File: config.mk
export PLATFORM = sky130hd
export DESIGN_NAME = pipe_ctrl
export DESIGN_NICKNAME = d
export VERILOG_FILES = /design/src/rtl/pipe_ctrl_pkg.sv /design/src/rtl/pipe_hazard_detect.sv /design/src/rtl/pipe_ctrl.sv
export SDC_FILE = /design/constraint.sdc
export NUM_CORES = 1
export LEC_CHECK = 0
export BUFFER_PORTS_ARGS = -buffer_cell sky130_fd_sc_hd__buf_2
export CAP_MARGIN = 20
export CORE_UTILIZATION = 52
export CTS_CLUSTER_DIAMETER = 50
export DETAILED_ROUTE_END_ITERATION = 10
export PLACE_DENSITY = 0.86
export SLEW_MARGIN = 0
export SYNTH_ARGS = -nofsm -noshare
export SYNTH_HDL_FRONTEND = slang
export SYNTH_SLANG_ARGS = --single-unit
File: constraint.sdc
create_clock -name clk -period 3.51 [get_ports clk]
set_input_delay 0.1755 -clock clk [delete_from_list [all_inputs] [get_ports clk]]
set_output_delay 0.1755 -clock clk [all_outputs]
set_load 0.005 [all_outputs]
File: src/rtl/pipe_ctrl_pkg.sv
// Shared state encoding for the pipeline sequencing controller.
package pipe_ctrl_pkg;

    localparam int STATE_W = 2;

    typedef enum logic [STATE_W-1:0] {
        IDLE     = 2'd0,
        RUN      = 2'd1,
        MEM_WAIT = 2'd2,
        HALTED   = 2'd3
    } state_t;

endpackage

File: src/rtl/pipe_hazard_detect.sv
// Load-use hazard compare: EX-stage load writing a register that ID reads.
// Purely combinational, zero latency; no backpressure of its own.
module pipe_hazard_detect #(
    parameter int REGFILE_ADDRESS_WIDTH = 5
) (
    input  logic [REGFILE_ADDRESS_WIDTH-1:0] id_rs1,
    input  logic [REGFILE_ADDRESS_WIDTH-1:0] id_rs2,
    input  logic [REGFILE_ADDRESS_WIDTH-1:0] ex_rd,
    input  logic                             ex_mem_read,
    output logic                             load_use
);

    // x0 is hard-wired zero, so a load targeting it never creates a dependency.
    assign load_use = ex_mem_read && (ex_rd != '0) &&
                      ((ex_rd == id_rs1) || (ex_rd == id_rs2));

endmodule

File: src/rtl/pipe_ctrl.sv
// Pipeline sequencer: per-stage capture enables and flushes for a 5-stage pipe.
// Controls are combinational from registered state plus current inputs (zero latency).
module pipe_ctrl
    import pipe_ctrl_pkg::*;
#(
    parameter int REGFILE_ADDRESS_WIDTH = 5,
    parameter int MEM_LATENCY           = 3,
    parameter int CNT_WIDTH             = 16
) (
    input  logic                             clk,
    input  logic                             reset,
    input  logic                             start,
    input  logic [REGFILE_ADDRESS_WIDTH-1:0] id_rs1,
    input  logic [REGFILE_ADDRESS_WIDTH-1:0] id_rs2,
    input  logic [REGFILE_ADDRESS_WIDTH-1:0] ex_rd,
    input  logic                             ex_mem_read,
    input  logic                             ex_branch_taken,
    input  logic                             mem_access,
    input  logic                             wb_halt,
    output logic                             pc_en,
    output logic                             ifid_en,
    output logic                             idex_en,
    output logic                             exmem_en,
    output logic                             memwb_en,
    output logic                             ifid_flush,
    output logic                             idex_flush,
    output logic                             exmem_flush,
    output logic                             memwb_flush,
    output logic [STATE_W-1:0]               state,
    output logic [CNT_WIDTH-1:0]             stall_count
);

    localparam int WAIT_W = (MEM_LATENCY > 3) ? $clog2(MEM_LATENCY - 2) : 1;
    localparam logic [WAIT_W-1:0] WAIT_INIT =
        (MEM_LATENCY > 2) ? WAIT_W'(MEM_LATENCY - 3) : '0;

    state_t               state_q, state_d;
    logic [WAIT_W-1:0]    wait_q, wait_d;
    logic                 mem_done_q, mem_done_d;
    logic [CNT_WIDTH-1:0] stall_q, stall_d;
    logic                 load_use;
    logic                 freeze;

    pipe_hazard_detect #(
        .REGFILE_ADDRESS_WIDTH(REGFILE_ADDRESS_WIDTH)
    ) u_hazard (
        .id_rs1      (id_rs1),
        .id_rs2      (id_rs2),
        .ex_rd       (ex_rd),
        .ex_mem_read (ex_mem_read),
        .load_use    (load_use)
    );

    // mem_done marks the one advancing cycle after a freeze, where mem_access is ignored.
    assign freeze = mem_access && !mem_done_q && (MEM_LATENCY > 1);

    always_ff @(posedge clk or negedge reset) begin
        if (!reset) begin
            state_q    <= IDLE;
            wait_q     <= '0;
            mem_done_q <= 1'b0;
            stall_q    <= '0;
        end else begin
            state_q    <= state_d;
            wait_q     <= wait_d;
            mem_done_q <= mem_done_d;
            stall_q    <= stall_d;
        end
    end

    always_comb begin
        state_d    = state_q;
        wait_d     = wait_q;
        mem_done_d = mem_done_q;
        stall_d    = stall_q;
        case (state_q)
            RUN: begin
                mem_done_d = 1'b0;
                if (wb_halt) begin
                    state_d = HALTED;
                end else if (freeze) begin
                    if (MEM_LATENCY > 2) begin
                        state_d = MEM_WAIT;
                        wait_d  = WAIT_INIT;
                    end else begin
                        mem_done_d = 1'b1;
                    end
                end
            end
            MEM_WAIT: begin
                if (wait_q == '0) begin
                    state_d    = RUN;
                    mem_done_d = 1'b1;
                end else begin
                    wait_d = wait_q - 1'b1;
                end
            end
            default: begin
                if (start) begin
                    state_d    = RUN;
                    wait_d     = '0;
                    mem_done_d = 1'b0;
                end
            end
        endcase

        if ((state_q == IDLE || state_q == HALTED) && start)
            stall_d = '0;
        else if ((state_q == RUN || state_q == MEM_WAIT) && !pc_en && (stall_q != '1))
            stall_d = stall_q + 1'b1;
    end

    always_comb begin
        pc_en       = 1'b0;
        ifid_en     = 1'b0;
        idex_en     = 1'b0;
        exmem_en    = 1'b0;
        memwb_en    = 1'b0;
        ifid_flush  = 1'b0;
        idex_flush  = 1'b0;
        exmem_flush = 1'b0;
        memwb_flush = 1'b0;
        case (state_q)
            IDLE: begin
                ifid_flush  = 1'b1;
                idex_flush  = 1'b1;
                exmem_flush = 1'b1;
                memwb_flush = 1'b1;
            end
            RUN: begin
                if (wb_halt) begin
                    pc_en = 1'b0;
                end else if (freeze) begin
                    memwb_flush = 1'b1;
                end else if (ex_branch_taken) begin
                    {pc_en, ifid_en, idex_en, exmem_en, memwb_en} = 5'b11111;
                    ifid_flush = 1'b1;
                    idex_flush = 1'b1;
                end else if (load_use) begin
                    idex_en    = 1'b1;
                    exmem_en   = 1'b1;
                    memwb_en   = 1'b1;
                    idex_flush = 1'b1;
                end else begin
                    {pc_en, ifid_en, idex_en, exmem_en, memwb_en} = 5'b11111;
                end
            end
            MEM_WAIT: begin
                memwb_flush = 1'b1;
            end
            default: begin
                pc_en = 1'b0;
            end
        endcase
    end

    assign state       = state_q;
    assign stall_count = stall_q;

endmodule

==> results of run 1 <==
cells in the mapped netlist (all sizes together), types with 4 or more instances:
master / n / share of area
a21oi: 14 / 0.058
buf: 6 / 0.036
dfrtp: 19 / 0.37
ha: 5 / 0.049
inv: 7 / 0.021
nand2: 6 / 0.018
nand3: 9 / 0.035
nand4: 4 / 0.020
nor2: 10 / 0.029
o21ai: 11 / 0.046
o31ai: 6 / 0.035
or3: 7 / 0.034
or4: 7 / 0.041
xnor2: 10 / 0.069
power groups by stage:
stage | Clock [mW] | Combinational [mW] | Sequential, mW
after detailed placement | 0 | 0.393 | 0.287
after global routing | 0.125 | 0.447 | 0.289
final | 0.117 | 0.402 | 0.283
after global placement | 0 | 0.375 | 0.283
after CTS | 0.119 | 0.401 | 0.283
after floorplan | 0 | 0.295 | 0.285
worst register-to-register path, cell delays in order (launching register included):
cell and delay (ns):
dfrtp_1 0.43, inv_1 0.10, ha_1 0.26, nor2b_1 0.20, nand2b_2 0.12, inv_1 0.09
nor3_1 0.25, a21oi_2 0.05, buf_4 0.22, or4_1 0.51, a21oi_1 0.16
routing by layer:
metal / part of all wire / global-route usage / up-vias
met5: 0 / 0 / -
met4: 0.019 / 0.144 / 0
met3: 0.044 / 0.0205 / 7
met2: 0.52 / 0.426 / 47
met1: 0.42 / 0.287 / 596
li1: - / - / 620
final cells by class:
class / instances / area [sq um] / share of cell area
Timing Repair Buffer: 50 / 258 / 0.167
Multi-Input combinational cell: 112 / 722 / 0.468
Tap cell: 28 / 35.0 / 0.0227
Clock buffer: 4 / 26.3 / 0.0170
Sequential cell: 19 / 475 / 0.308
Inverter: 7 / 26.3 / 0.0170
worst paths after layout:
check                      startpoint               to  cells past startpoint
max                          state[1]  stall_count[15]                     10
min                             start  stall_count[13]                      3
max reg2reg                  state[1]  stall_count[15]                     10
min reg2reg                mem_done_q       mem_done_q                      1
max in group asynchronous       reset       mem_done_q                      2
min in group asynchronous       reset   stall_count[8]                      2
cell families (layout without fill, tap and decap cells):
group / Yosys count / count (layout) / synth area share
AND/OR/NAND/NOR: 56 / 56 / 0.247
AO/OA/AOI/OAI: 39 / 39 / 0.188
flip-flops: 19 / 19 / 0.373
buffers and inverters: 14 / 61 / 0.0599
XOR/XNOR: 11 / 11 / 0.0756
adder cells (fa/ha/maj): 5 / 5 / 0.0491
multiplexers: 1 / 1 / 0.00786
what timing repair did:
action	CTS	global route
hold endpoints to repair	19	0
buffers inserted	0	0
hold buffers	1	0
sequential cells by signal, indices dropped and copies added (netlist names):
signal and flops:
state 2, mem_done_q 1, stall_count 16
==> metrics.md, run 1 <==
| Metric | Value |
|---|---|
| DIE AREA | `0.00265 sq mm` |
| Routed WL per cell | `13.7 um` |
| Core area | `0.00225 sq mm` |
| Area of the mapped netlist | `0.00127 sq mm` |
| Critical Path RT | `3.75 ns` |
| WHS | `0.189 ns` |
| Peak VDD IR | `0.397 mV` |
| Max Clk Rate | `0.405 GHz` |
| PostCTS Resize Cnt | `0` |
| Vias per cell | `5.77` |
| CP Capture Type | `flop` |
| CP bufs+invs | `3` |
| Grt ovf | `0` |
| Setup Viol. Count Final | `0` |
| Post-Syn Instances | `145` |
| Most common cell after layout, fill and taps aside | `buf_2` |
| Via count | `1270` |
| Slack of the worst reg-to-reg path | `1.04 ns` |
| Initial DRC count | `34` |
| Setup WS pre-CTS | `1.13 ns` |
| Max cap viols | `0` |
| Area Growth Syn to Fin | `21.1%` |
| Most frequent CP cell | `inv_1` |
| CP max-delay cell | `or4_1` |
| Initial core utilization | `0.565` |
| Final Hold Viols | `0` |
| Fillers | `189` |
| TritonCTS buffer count | `3` |
| Worst-Skew Late Latency | `0.31 ns` |
| NetSw | `0.349 mW` |
| Critical path's top delay family | `simple AND/OR/NAND/NOR gates` |
| Comb power frac | `0.501` |
| Most frequent cells in the layout | `48 x buf_2, 19 x dfrtp_1, 13 x a21oi_1` |
| Global-route wire length before repair | `4800 um` |
| Largest stage delay on the critical path | `0.50 ns` |
| CTS tree | `built` |
| Reg power frac | `0.352` |
| Syn Nets | `172` |
| Number of global-route vias before repair | `1157` |
| Final core occ | `0.684` |
| Die Y | `51.5 um` |
| Num Clock Sinks | `19` |
| Sequential area share after synthesis | `0.373` |
| GP Congestion | `0.736` |
| Crit path arrival time | `2.70 ns` |
| Reg clk slew, reported paths | `0.11 ns` |
| GRT Total Usage | `0.243` |
| Int Pwr | `0.454 mW` |
| EDFF count, synth | `0` |
| Tightest Hold Check Type | `input port to flop` |
| Placed Instances | `215` |
| Top FF cell, synth | `dfrtp_1` |
| Pin count of the biggest net entering global routing | `31` |
| Synth warn | `0` |
| I/O pins | `49` |
| Final Cell Area | `0.00154 sq mm` |
| Die Width | `51.5 um` |
| Pwr Total | `0.803 mW` |
| CP startpoint kind | `flop` |
| Static Leak | `0.727 nW` |
| Std cell rows | `17` |
| Layout cell share with drive strength beyond 1 | `0.292` |
| PortBufs | `48` |
| Initial antenna violation count | `0` |
| Drt pass-1 iters | `6` |
| Final worst slack | `1.04 ns` |
| Max-slew violations | `0` |
| Worst-margin pin slew | `1.01 ns` |
| CP Max Fanout | `30` |
| HPWL after detailed placement | `2120 um` |
| Skew final | `0.000687 ns` |
| Netlist cell types | `36` |
| FFs w/ async S/R, synth | `1.00` |
| Root Buffer | `clkbuf_4` |
| Syn Area/Cell | `8.78 sq um` |
| Area after DPL | `0.00151 sq mm` |
| WL final | `3000 um` |
| Setup TNS | `0 ns` |
| Unrepaired setup endpoints after global routing | `false` |
| Min cycle time layout | `2.47 ns` |
| Switching share of total power | `0.434` |
| Htree depth | `1` |
| Post-route insts no fill | `220` |
| CP cell instances | `inv_1, ha_1, nor2b_1, nand2b_2, inv_1, nor3_1, a21oi_2, buf_4, or4_1, a21oi_1` |
| ANT cells | `0` |
| Synth Register Bits | `19` |
| Clk network pwr share | `0.146` |
| Part of the cycle the worst path needs | `0.703` |
| Clock Tree Buf Depth | `2` |
| Pwr Density | `520 mW/mm^2` |
| Final-stage net count | `220` |
| Slew HR | `0.324` |
| Kind of critical path | `flop to flop` |
| Antenna viol nets, final | `0` |
| Status | `finished, final reports clean` |
| Number of remaining DRC errors | `0` |
(Power assumes the default switching activity.)
==> inputs of run 2 (changes only) <==
CORE_UTILIZATION = 48   (was 52)
PLACE_DENSITY = 0.81   (was 0.86)
clock period = 2.28 ns   (was 3.51 ns; I/O delays follow)
==> run 2 against run 1 <==
  * Maximum frequency up 15%
  * Combinational power increased by 80%
  * Sequential share of layout area shrank 0.98 points
  * Register-to-register slack lost 0.91 ns
  * Critical path depth is 1 lower
  * Critical endpoint is now stall_count[11]
  * Largest power group unchanged
==> metrics.md, run 2 (same netlist as run 1, synthesis figures left out) <==
| Metric | Value |
|---|---|
| CP Max Fanout | `30 (unchanged)` |
| Worst-Skew Late Latency | `0.31 ns (about the same)` |
| Slack of the worst reg-to-reg path | `0.13 ns (-0.91 ns)` |
| Hold path endpoint | `stall_count[13]` |
| Initial antenna violation count | `0 (unchanged)` |
| Switching share of total power | `0.417 (-0.0172)` |
| Clock Tree Buf Depth | `2 (unchanged)` |
| Initial core utilization | `0.510 (-0.0554)` |
| Peak VDD IR | `0.472 mV (+19%)` |
| Critical Path RT | `2.51 ns (-1.24 ns)` |
| Area Growth Syn to Fin | `25.4%` |
| ANT cells | `0 (unchanged)` |
| Number of global-route vias before repair | `1093 (-5.5%)` |
| Tightest Hold Check Type | `input port to flop` |
| Htree depth | `1 (unchanged)` |
| Via count | `1267 (-0.24%)` |
| CP Capture Type | `flop` |
| Kind of critical path | `flop to flop` |
| Max Clk Rate | `0.466 GHz (+15%)` |
| Part of the cycle the worst path needs | `0.942 (+0.239)` |
| TritonCTS buffer count | `3 (unchanged)` |
| GP Congestion | `0.719 (-2.3%)` |
| Final Hold Viols | `0 (unchanged)` |
| Grt ovf | `0 (unchanged)` |
| Hold path start | `start` |
| Std cell rows | `18 (+1)` |
| Worst R2R Path Depth | `9 (-1)` |
| CP startpoint kind | `flop` |
| Routed WL per cell | `13.0 um (-4.7%)` |
| WHS | `0.125 ns (-0.0638 ns)` |
| FF-to-FF Start | `state[0]` |
| Hold path depth | `3 (unchanged)` |
| Drt pass-1 iters | `4 (-2)` |
| Pwr Total | `1.34 mW (+67%)` |
| GRT Total Usage | `0.219 (-0.0241)` |
| Register area | `477 sq um (+0.26%)` |
| Final core occ | `0.639 (-0.0451)` |
| Vias per cell | `5.61 (-2.9%)` |
| Min cycle time layout | `2.15 ns (-0.320 ns)` |
| Static Leak | `0.749 nW (+3.0%)` |
| Worst-margin pin slew | `0.519 ns (-0.493 ns)` |
| Most common cell after layout, fill and taps aside | `buf_2` |
| Fillers | `208 (+10%)` |
| Slew HR | `0.651 (+0.327)` |
| Skew final | `0.00904 ns (+0.00835 ns)` |
| Setup Viol. Count Final | `0 (unchanged)` |
| Core area | `0.00250 sq mm (+11%)` |
| Reg clk slew, reported paths | `0.12 ns (about the same)` |
| Crit path arrival time | `2.38 ns (-0.32 ns)` |
| Global-route wire length before repair | `4660 um (-2.9%)` |
| Area after DPL | `0.00154 sq mm (+2.5%)` |
| Pwr Density | `836 mW/mm^2 (+61%)` |
| Max cap viols | `0 (unchanged)` |
| Area of the multi-input gates | `727 sq um (+0.69%)` |
| Number of remaining DRC errors | `0 (unchanged)` |
| Reg-to-Reg End | `stall_count[11]` |
| HPWL after detailed placement | `2250 um (+6.1%)` |
| Max reg flops | `16 (unchanged)` |
| Comb power frac | `0.541 (+0.040)` |
| I/O pins | `49 (unchanged)` |
| Final Cell Area | `0.00160 sq mm (+3.6%)` |
| Die Width | `53.5 um (+3.9%)` |
| Reg power frac | `0.320 (-0.032)` |
| Status | `finished, final reports clean` |
| Final-stage net count | `224 (+1.8%)` |
| WL final | `2940 um (-2.1%)` |
| Clk network pwr share | `0.139 (-0.007)` |
| PortBufs | `48 (unchanged)` |
| Unrepaired setup endpoints after global routing | `false` |
| Setup TNS | `0 ns (unchanged)` |
| DIE AREA | `0.00286 sq mm (+8.0%)` |
| Int Pwr | `0.779 mW (+72%)` |
| CTS tree | `built` |
| NetSw | `0.558 mW (+60%)` |
| Root Buffer | `clkbuf_4` |
| Layout cell share with drive strength beyond 1 | `0.327 (+0.0349)` |
| Die Y | `53.5 um (+3.9%)` |
| Antenna viol nets, final | `0 (unchanged)` |
| Most frequent cells in the layout | `48 x buf_2, 18 x dfrtp_1, 13 x a21oi_1` |
| Initial DRC count | `30 (-12%)` |
| Num Clock Sinks | `19 (unchanged)` |
| Max-slew violations | `0 (unchanged)` |
| Pin count of the biggest net entering global routing | `31 (unchanged)` |
==> run 2: worst max-delay path: stages, from the launching register on <==
cell and delay, ns:
dfrtp_2 0.45, ha_1 0.22, nor2b_1 0.17, nand2b_2 0.12, inv_2 0.08, nor3_2 0.17
a21oi_2 0.07, buf_12 0.17, or4_1 0.47, a21oi_1 0.16
==> run 2: worst max-delay path by stage <==
| stage | startpoint | to | slack [ns] | cells after the start |
|---|---|---|---|---|
| finish | state[0] | stall_count[11] | 0.13 | 9 |
| global route | state[0] | stall_count[11] | 0.02 | 8 |
| detailed placement | state[0] | stall_count[15] | 0.09 | 9 |
| floorplan | state[1] | stall_count[11] | 0.16 | 10 |
| CTS | state[0] | stall_count[11] | 0.03 | 9 |
| global placement | state[0] | stall_count[9] | 0.18 | 9 |
==> run 2: area by class of cell <==
cell class,count,share of cell area
timing repair buffer,54,0.188
clock inverter,1,0.00470
multi-input combinational,112,0.455
tap,30,0.0235
clock buffer,3,0.0141
sequential,19,0.298
inverter,7,0.0164
==> run 2: power groups by stage <==
stage               Combinational (mW)  Clock (mW)  Sequential, mW
floorplan                        0.454           0           0.438
global placement                 0.675           0           0.429
detailed placement               0.694           0           0.432
CTS                              0.702       0.187           0.428
global route                     0.803       0.202           0.435
finish                           0.723       0.186           0.427
==> run 2: layer usage <==
| metal | track usage | routed length (um) |
|---|---|---|
| met2 | 0.388 | 1490 |
| met5 | 0 | 0 |
| met4 | 0.0482 | 0 |
| met1 | 0.280 | 1320 |
| met3 | 0.0287 | 128 |
==> run 2: timing repair <==
item	4_1_cts	5_1_grt
endpoints found under the hold margin	19	0
setup buffers	0	1
hold buffers	1	0
gates resized for setup	0	3
endpoints found under the setup margin	0	7
==> run 2: metrics by stage <==
step | std cells | setup slack (ns)
final | 226 | 0.133
after global routing | 226 | 0.0173
after CTS | 225 | 0.0320
after detailed placement | 220 | 0.0912
after global placement | 220 | 0.182
after floorplan | 145 | 0.156
==> inputs of run 3 (changes only) <==
CORE_UTILIZATION = 52   (was 48)
PLACE_DENSITY = 0.86   (was 0.81)
clock period = 2.5 ns   (was 2.28 ns; I/O delays follow)
==> run 3 against run 2 <==
  * Total power is 12% lower
  * Cell count is 1.8% lower
  * Design area is 1.7% lower
  * Via count is 2.9% higher
  * Global-route usage is 2.2 points higher
  * First-iteration DRC count is 10% lower
  * Critical path depth is 1 higher
==> metrics.md, run 3 (same netlist as run 1, synthesis figures left out) <==
| Metric | Value |
|---|---|
| Grt met1 use | `0.263 (-0.0172)` |
| Skew final | `0.00370 ns (-0.00534 ns)` |
| Std cell rows | `17 (-1)` |
| Worst-Skew Late Latency | `0.30 ns (about the same)` |
| Switching share of total power | `0.411 (-0.00653)` |
| Clk network pwr share | `0.134 (-0.005)` |
| Final Cell Area | `0.00157 sq mm (-1.7%)` |
| Max Clk Rate | `0.436 GHz (-6.4%)` |
| Kind of critical path | `flop to flop` |
| Pin count of the biggest net entering global routing | `31 (unchanged)` |
| Setup WS pre-CTS | `0.204 ns (+0.113 ns)` |
| Reg clk slew, reported paths | `0.11 ns (about the same)` |
| Die Y | `51.5 um (-3.8%)` |
| Static Leak | `0.742 nW (-0.88%)` |
| Drt pass-1 iters | `4 (unchanged)` |
| ANT cells | `0 (unchanged)` |
| DIE AREA | `0.00265 sq mm (-7.4%)` |
| HPWL after detailed placement | `2220 um (-1.4%)` |
| NetSw | `0.481 mW (-14%)` |
| Root Buffer | `clkbuf_4` |
| TritonCTS buffer count | `3 (unchanged)` |
| Setup Viol. Count Final | `0 (unchanged)` |
| Most common cell after layout, fill and taps aside | `buf_2` |
| Tightest Hold Check Type | `input port to flop` |
| Max-slew violations | `0 (unchanged)` |
| Initial antenna violation count | `0 (unchanged)` |
| Unrepaired setup endpoints after global routing | `false` |
| Pwr Total | `1.17 mW (-12%)` |
| CTS tree | `built` |
| Peak VDD IR | `0.591 mV (+25%)` |
| WL final | `2830 um (-3.8%)` |
| Die Width | `51.5 um (-3.8%)` |
| Initial DRC count | `27 (-10%)` |
| Routed WL per cell | `12.7 um (-2.1%)` |
| GP Congestion | `0.734 (+2.0%)` |
| CP startpoint kind | `flop` |
| Clock Tree Buf Depth | `2 (unchanged)` |
| Num Clock Sinks | `19 (unchanged)` |
| GR peak layer | `met2` |
| M2 GR Usage | `0.461 (+0.0735)` |
| Number of global-route vias before repair | `1236 (+13%)` |
| Core area | `0.00225 sq mm (-9.8%)` |
| Min cycle time layout | `2.29 ns (+0.146 ns)` |
| Reg power frac | `0.337 (+0.017)` |
| Setup TNS | `0 ns (unchanged)` |
| PostCTS Resize Cnt | `0 (unchanged)` |
| Pwr Density | `745 mW/mm^2 (-11%)` |
| Htree depth | `1 (unchanged)` |
| CP Capture Type | `flop` |
| Area Growth Syn to Fin | `23.3%` |
| Area after DPL | `0.00153 sq mm (-1.1%)` |
| Final-stage net count | `222 (-0.89%)` |
| Most frequent cells in the layout | `48 x buf_2, 19 x dfrtp_1, 13 x a21oi_1` |
| GRT Total Usage | `0.241 (+0.0222)` |
| Max cap viols | `0 (unchanged)` |
| Number of remaining DRC errors | `0 (unchanged)` |
| Antenna viol nets, final | `0 (unchanged)` |
| Part of the cycle the worst path needs | `0.917 (-0.0245)` |
| Comb power frac | `0.529 (-0.012)` |
| Worst-margin pin slew | `0.504 ns (-0.0152 ns)` |
| Status | `finished, final reports clean` |
| Global-route wire length before repair | `4860 um (+4.4%)` |
| Final worst slack | `0.207 ns (+0.0740 ns)` |
| Initial core utilization | `0.565 (+0.0554)` |
| I/O pins | `49 (unchanged)` |
| Via count | `1304 (+2.9%)` |
| PortBufs | `48 (unchanged)` |
| Crit path arrival time | `2.52 ns (+0.14 ns)` |
| Slew HR | `0.661 (+0.0102)` |
| Grt ovf | `0 (unchanged)` |
| Max reg flops | `16 (unchanged)` |
| Critical Path RT | `2.73 ns (+0.22 ns)` |
| Layout cell share with drive strength beyond 1 | `0.299 (-0.0276)` |
| Vias per cell | `5.87 (+4.8%)` |
| Int Pwr | `0.690 mW (-11%)` |
| CP Max Fanout | `30 (unchanged)` |
| GR Util met3 | `0.0380 (+0.00928)` |
| Final Hold Viols | `0 (unchanged)` |
-- run 3: per-stage QoR --
stage | util | hold slack [ns] | std cells
6_report | 0.696 | 0.143 | 222
5_1_grt | 0.696 | 0.144 | 222
4_1_cts | 0.693 | 0.139 | 221
3_5_place_dp | 0.677 | 0.0826 | 216
3_3_place_gp | 0.677 | 0.0811 | 216
2_1_floorplan | - | -0.171 | 145
-- run 3: path summary, 6_finish.rpt --
path                                   end  slack, ns  cells past startpoint        from
setup / recovery            stall_count[7]       0.21                     10    state[1]
hold / removal             stall_count[13]       0.14                      3       start
setup reg to reg            stall_count[7]       0.21                     10    state[1]
hold reg to reg                 mem_done_q       0.49                      1  mem_done_q
max in group asynchronous         state[1]       1.93                      2       reset
min in group asynchronous   stall_count[7]       0.27                      2       reset
-- run 3: what timing repair did --
item | in CTS | in global routing
endpoints found under the setup margin | 0 | 1
hold buffers | 1 | 0
endpoints found under the hold margin | 19 | 0
buffers inserted | 0 | 1
-- run 3: worst max-delay path, cell delays in order (launching register included) --
cell,delay (ns)
dfrtp_1,0.41
inv_1,0.08
ha_1,0.23
nor2b_1,0.18
nand2b_2,0.11
inv_1,0.10
nor3_1,0.23
a21oi_2,0.07
buf_12,0.17
or4_1,0.48
a21oi_1,0.16
-- run 3: layout make-up --
type	count	area [sq um]
Inverter	7	26.3
Multi-Input combinational cell	112	722
Fill cell	189	684
Sequential cell	19	475
Clock buffer	4	26.3
Timing Repair Buffer	52	285
Tap cell	28	35.0
-- run 3: layer usage --
| layer | share of wire | vias up |
|---|---|---|
| met5 | 0 | - |
| met4 | 0.0074 | 0 |
| met3 | 0.050 | 2 |
| met2 | 0.53 | 54 |
| met1 | 0.41 | 614 |
| li1 | - | 634 |
-- run 3: power by group through the flow --
stage / clock network, mW / registers (mW) / logic (mW)
finish: 0.156 / 0.395 / 0.619
global route: 0.170 / 0.402 / 0.692
CTS: 0.161 / 0.397 / 0.607
detailed placement: 0 / 0.403 / 0.602
global placement: 0 / 0.398 / 0.578
floorplan: 0 / 0.400 / 0.414
